==> config.mk <==
export PLATFORM = sky130hd
export DESIGN_NAME = gin_source
export DESIGN_NICKNAME = d
export VERILOG_FILES = /design/src/rtl/gin_source.sv
export SDC_FILE = /design/constraint.sdc
export NUM_CORES = 1
export LEC_CHECK = 0
export CAP_MARGIN = 20
export CORE_MARGIN = 10
export CORE_UTILIZATION = 25
export CTS_CLUSTER_SIZE = 28
export DETAILED_ROUTE_END_ITERATION = 10
export GPL_TIMING_DRIVEN = 0
export SLEW_MARGIN = 40
export SYNTH_ARGS = -nofsm -noshare
export SYNTH_HDL_FRONTEND = slang
export SYNTH_SLANG_ARGS = --single-unit
export TNS_END_PERCENT = 10
==> constraint.sdc <==
create_clock -name clk -period 3.62 [get_ports clk]
set_input_delay 0.724 -clock clk [delete_from_list [all_inputs] [get_ports clk]]
set_output_delay 0.724 -clock clk [all_outputs]
set_load 0.005 [all_outputs]
==> src/rtl/gin_source.sv <==
// GIN packet source: queues {row_tag, col_tag, value} packets and issues them to the X/Y bus controllers.
// Optional statistics counters (pkt_sent, stall_cycles) are built when GIN_SOURCE_STATS_EN is defined.
module gin_source #(
    parameter int unsigned ID_LEN     = 4,
    parameter int unsigned VALUE_LEN  = 32,
    parameter int unsigned FIFO_DEPTH = 4
) (
    input  logic                 clk,
    input  logic                 rst,
    input  logic                 in_valid,
    output logic                 in_ready,
    input  logic [ID_LEN-1:0]    in_row_tag,
    input  logic [ID_LEN-1:0]    in_col_tag,
    input  logic [VALUE_LEN-1:0] in_value,
    input  logic                 flush,
    output logic [ID_LEN-1:0]    row_tag,
    output logic [ID_LEN-1:0]    col_tag,
    output logic                 enable_out,
    output logic [VALUE_LEN-1:0] value_out,
    input  logic                 ready_in,
    output logic                 empty
`ifdef GIN_SOURCE_STATS_EN
    ,
    output logic [31:0]          pkt_sent,
    output logic [31:0]          stall_cycles
`endif
);

    localparam int unsigned PTR_W   = (FIFO_DEPTH > 1) ? $clog2(FIFO_DEPTH) : 1;
    localparam int unsigned CNT_W   = PTR_W + 1;
    localparam int unsigned ENTRY_W = 2 * ID_LEN + VALUE_LEN;

    typedef enum logic [1:0] {
        IDLE  = 2'd0,
        ISSUE = 2'd1,
        DRAIN = 2'd2
    } state_t;

    state_t state;
    state_t state_next;

    logic [ENTRY_W-1:0]   mem [FIFO_DEPTH];
    logic [PTR_W-1:0]     wr_ptr;
    logic [PTR_W-1:0]     rd_ptr;
    logic [CNT_W-1:0]     count;
    logic [ID_LEN-1:0]    row_q;
    logic [ID_LEN-1:0]    col_q;
    logic [ID_LEN-1:0]    head_row;
    logic [ID_LEN-1:0]    head_col;
    logic [VALUE_LEN-1:0] head_value;
    logic                 full;
    logic                 push;
    logic                 pop;

    assign {head_row, head_col, head_value} = mem[rd_ptr];

    // Handshakes: in_ready never looks at ready_in, and flush masks the bus immediately.
    assign full       = (count == CNT_W'(FIFO_DEPTH));
    assign empty      = (count == '0);
    assign in_ready   = ~full & ~flush & (state != DRAIN);
    assign enable_out = (state == ISSUE) & ~empty & ~flush;
    assign push       = in_valid & in_ready;
    assign pop        = enable_out & ready_in;

    // Bus outputs: head while enabled, otherwise zero payload and last tags.
    assign row_tag   = enable_out ? head_row : row_q;
    assign col_tag   = enable_out ? head_col : col_q;
    assign value_out = enable_out ? head_value : '0;

    always_ff @(posedge clk) begin
        if (!rst) begin
            state <= IDLE;
        end else begin
            state <= state_next;
        end
    end

    always_comb begin
        state_next = state;
        unique case (state)
            IDLE: begin
                if (push || !empty) begin
                    state_next = ISSUE;
                end
            end
            ISSUE: begin
                if (pop && (count == CNT_W'(1)) && !push) begin
                    state_next = IDLE;
                end
            end
            DRAIN: begin
                state_next = IDLE;
            end
            default: begin
                state_next = IDLE;
            end
        endcase
        if (flush) begin
            state_next = DRAIN;
        end
    end

    // Pointer and occupancy bookkeeping; DRAIN wipes the queue in one edge.
    always_ff @(posedge clk) begin
        if (!rst) begin
            wr_ptr <= '0;
            rd_ptr <= '0;
            count  <= '0;
            row_q  <= '0;
            col_q  <= '0;
        end else begin
            if (state == DRAIN) begin
                wr_ptr <= '0;
                rd_ptr <= '0;
                count  <= '0;
            end else begin
                if (push) begin
                    wr_ptr <= wr_ptr + PTR_W'(1);
                end
                if (pop) begin
                    rd_ptr <= rd_ptr + PTR_W'(1);
                end
                if (push && !pop) begin
                    count <= count + CNT_W'(1);
                end else if (pop && !push) begin
                    count <= count - CNT_W'(1);
                end
            end
            if (enable_out) begin
                row_q <= head_row;
                col_q <= head_col;
            end
        end
    end

    // Packet storage carries no reset.
    always_ff @(posedge clk) begin
        if (push) begin
            mem[wr_ptr] <= {in_row_tag, in_col_tag, in_value};
        end
    end

`ifdef GIN_SOURCE_STATS_EN
    // Saturating statistics; flush leaves them untouched.
    always_ff @(posedge clk) begin
        if (!rst) begin
            pkt_sent     <= '0;
            stall_cycles <= '0;
        end else begin
            if (pop && (pkt_sent != '1)) begin
                pkt_sent <= pkt_sent + 32'd1;
            end
            if (enable_out && !ready_in && (stall_cycles != '1)) begin
                stall_cycles <= stall_cycles + 32'd1;
            end
        end
    end
`endif

endmodule

==> out/metrics.yaml <==
logic_synthesis:
  synth_cells: 361
  syn-num-nets: 415
  synth_edf_count: 160
  ys_ff_latch: 179
  yosysTopAreaCellShare_pct: 68.8
  synth_most_common_cell: "edfxtp_1"
  netlist_top_cells_area: "edfxtp_1, mux4_2, dfxtp_1"
  synthesis.area_um2: 6990
  synth-seq-area-share_pct: 74.2
  async_flop_share_pct: 0
  synth_warnings: 0
  synthDistinctLibCells: 32
  yosysTopAreaCell: "edfxtp_1"
  synthFlopType: "edfxtp_1"
  synth_common_cells: "edfxtp_1, mux4_2, and2_1, dfxtp_1"
  syn_area_per_cell_um2: 19.4
power_and_ir_drop:
  peakVddDrop_mv: 0.259
  finalPower_w: 0.00423
  pwr_density_cell_nw_per_um2: 470
  p_leak_nw: 2.88
global_routing:
  grt_max_degree: 27
  grt_usage_pct: 8.94
  grt_pass1_vias: 4073
  antenna_found_initial: 0
  grt_pass1_wl_um: 23900
  gr-total-overflow: 0
layout:
  layout-drive-gt1-share_pct: 19.4
  seqCellArea_um2: 5190
  multiInputGateArea_um2: 1690
  final_area_um2: 9000
  synthToLayoutAreaGrowth_pct: 28.8
  fillers: 2645
  utilization_pct: 32.5
  fin_nets: 526
  antennaDiodeCount: 0
placed_design:
  placed_area_um2: 8410
  gp_congestion: 0.701
  io_buffer_count: 86
  dp_hpwl_um: 10500
setup_path:
  crit_fanout: 10
  arrival_ns: 2.76
  ff2ff_path_depth: 9
  worstPathRequired_ns: 2.90
  crit_type: "input pin to primary output"
  critPathLaunchType: "input pin"
  cp-end-kind: "primary output"
floorplan:
  start_util_pct: 25.2
  die_area_um2: 35000
  die_w_um: 187
  io_pins: 88
  die_h_um: 187
  rows: 61
  coreArea_um2: 27700
clock_tree:
  cts-root-buf: "clkbuf_16"
  cts_max_level: 4
  clkSinkCount: 179
  cts_tree: "done"
  cts_inserted_buffers: 17
  clk_pin_slew_ns: 0.06
  cts_max_path_buffers: 2
  insertion_delay_ns: 0.42
outcome:
  status: "completed"
hold_path:
  worstHoldPathCells: 2
  hold_path.class: "register to register"
route:
  routedWlPerCell_um: 17.8
  vias: 3595
  routed_wl_um: 15300
  drcViolationCount: 0
  viasPerCell: 4.17
  firstDrtPassIters: 4
  ant_nets: 0
  drt_iter0_drc: 234
sta:
  drv_slew: 0
  period_needed_ns: 3.49
  rsz0062_at_grt: "false"
  fmax_mhz: 287
  setup_violations: 0
  fin_crit_sh_pct: 96.3
  hold_violations: 0
  max_slew_margin_pct: 52.7
  fin_skew_ns: 0.0117
  worstMarginPinSlew_ns: 0.710
flow_run:
  maxCapViolCount: 0
worst paths after layout:
| kind | start | end | slack, ns |
|---|---|---|---|
| hold reg to reg | col_q[3] | col_q[3] | 0.49 |
| setup reg to reg | count[1] | count[2] | 1.38 |
| hold / removal | col_q[3] | col_q[3] | 0.49 |
| setup / recovery | flush | value_out[15] | 0.13 |
area by class of cell:
cell class | count | share of cell area [%]
Buffer | 19 | 1.17
Clock buffer | 17 | 4.73
Clock inverter | 15 | 1.43
Inverter | 8 | 0.334
Multi-Input combinational cell | 155 | 18.8
Sequential cell | 179 | 57.6
Tap cell | 378 | 5.26
Timing Repair Buffer | 92 | 10.6
layer usage:
metal | vias to the layer above | track usage, % | share of wire [%] | wire length, um
li1 | 1657 | - | - | -
met1 | 1878 | 10.3 | 42 | 6380
met2 | 49 | 15.6 | 53 | 8180
met3 | 11 | 2.83 | 4.1 | 633
met4 | 0 | 2.70 | 1.0 | 155
met5 | - | 0 | 0 | 0
placed cells by master (no fill, tap or decap), types with 2 or more instances in the layout:
| master | netlist | routed |
|---|---|---|
| dfxtp_1 | 19 | 18 |
| nand3_1 | 6 | 6 |
| inv_6 | 0 | 4 |
| mux4_2 | 40 | 40 |
| and4b_1 | 2 | 2 |
| clkbuf_16 | 0 | 17 |
| inv_1 | 6 | 6 |
| nand4_1 | 8 | 8 |
| clkinv_1 | 1 | 5 |
| a21oi_1 | 11 | 11 |
| clkbuf_1 | 8 | 6 |
| nand2_1 | 11 | 11 |
| nand2b_1 | 2 | 2 |
| buf_2 | 6 | 6 |
| ha_1 | 9 | 9 |
| edfxtp_1 | 160 | 160 |
| clkbuf_4 | 0 | 2 |
| and2_4 | 0 | 4 |
| buf_4 | 3 | 5 |
| clkdlybuf4s50_1 | 0 | 86 |
| buf_12 | 0 | 4 |
| mux2i_1 | 6 | 6 |
| and2_1 | 37 | 33 |
| inv_8 | 0 | 2 |
| nor2_1 | 4 | 4 |
| o31ai_1 | 9 | 9 |
through the flow:
stage               worst slack [ns]  hold WS, ns  std cells  TNS (ns)
CTS                           0.0498        0.493        863         0
floorplan                       1.12        0.452        361         0
global route                 0.00221        0.524        863         0
finish                         0.133        0.486        863         0
detailed placement            -0.377        0.482        829     -7.31
global placement              -0.395        0.467        825    -63.87
cells by family after synthesis:
group	count (synthesis)	share of synthesized area, %
AO/OA/AOI/OAI	22	1.97
XOR/XNOR	2	0.251
multiplexers	46	13.8
flip-flops	179	74.2
buffers and inverters	27	1.83
AND/OR/NAND/NOR	76	6.39
adder cells (fa/ha/maj)	9	1.61
report_power, final:
group / total, W / switching (W) / internal, W
Sequential: 0.00230 / 0.0000106 / 0.00228
Clock: 0.00173 / 0.000773 / 0.000953
Combinational: 0.000204 / 0.000103 / 0.000101
flip-flops by register name, indices dropped and copies added (netlist names), named ones only:
name    cells
col_q       4
rd_ptr      2
row_q       4
mem       160
wr_ptr      2
count       3
state       2
worst max-delay path, stage by stage:
cell             delay (ns)
clkdlybuf4s50_1        0.50
or2_4                  0.30
nor3_4                 0.17
buf_4                  0.17
clkbuf_4               0.20
and2_1                 0.18
clkdlybuf4s50_1        0.52
repair_timing:
item,4_1_cts,5_1_grt
resized for setup,5,2
endpoints found under the setup margin,30,4
hold buffers,0,0
setup buffers,2,0
pin swaps,1,0
Note: power is estimated with default switching activity, not from simulation.
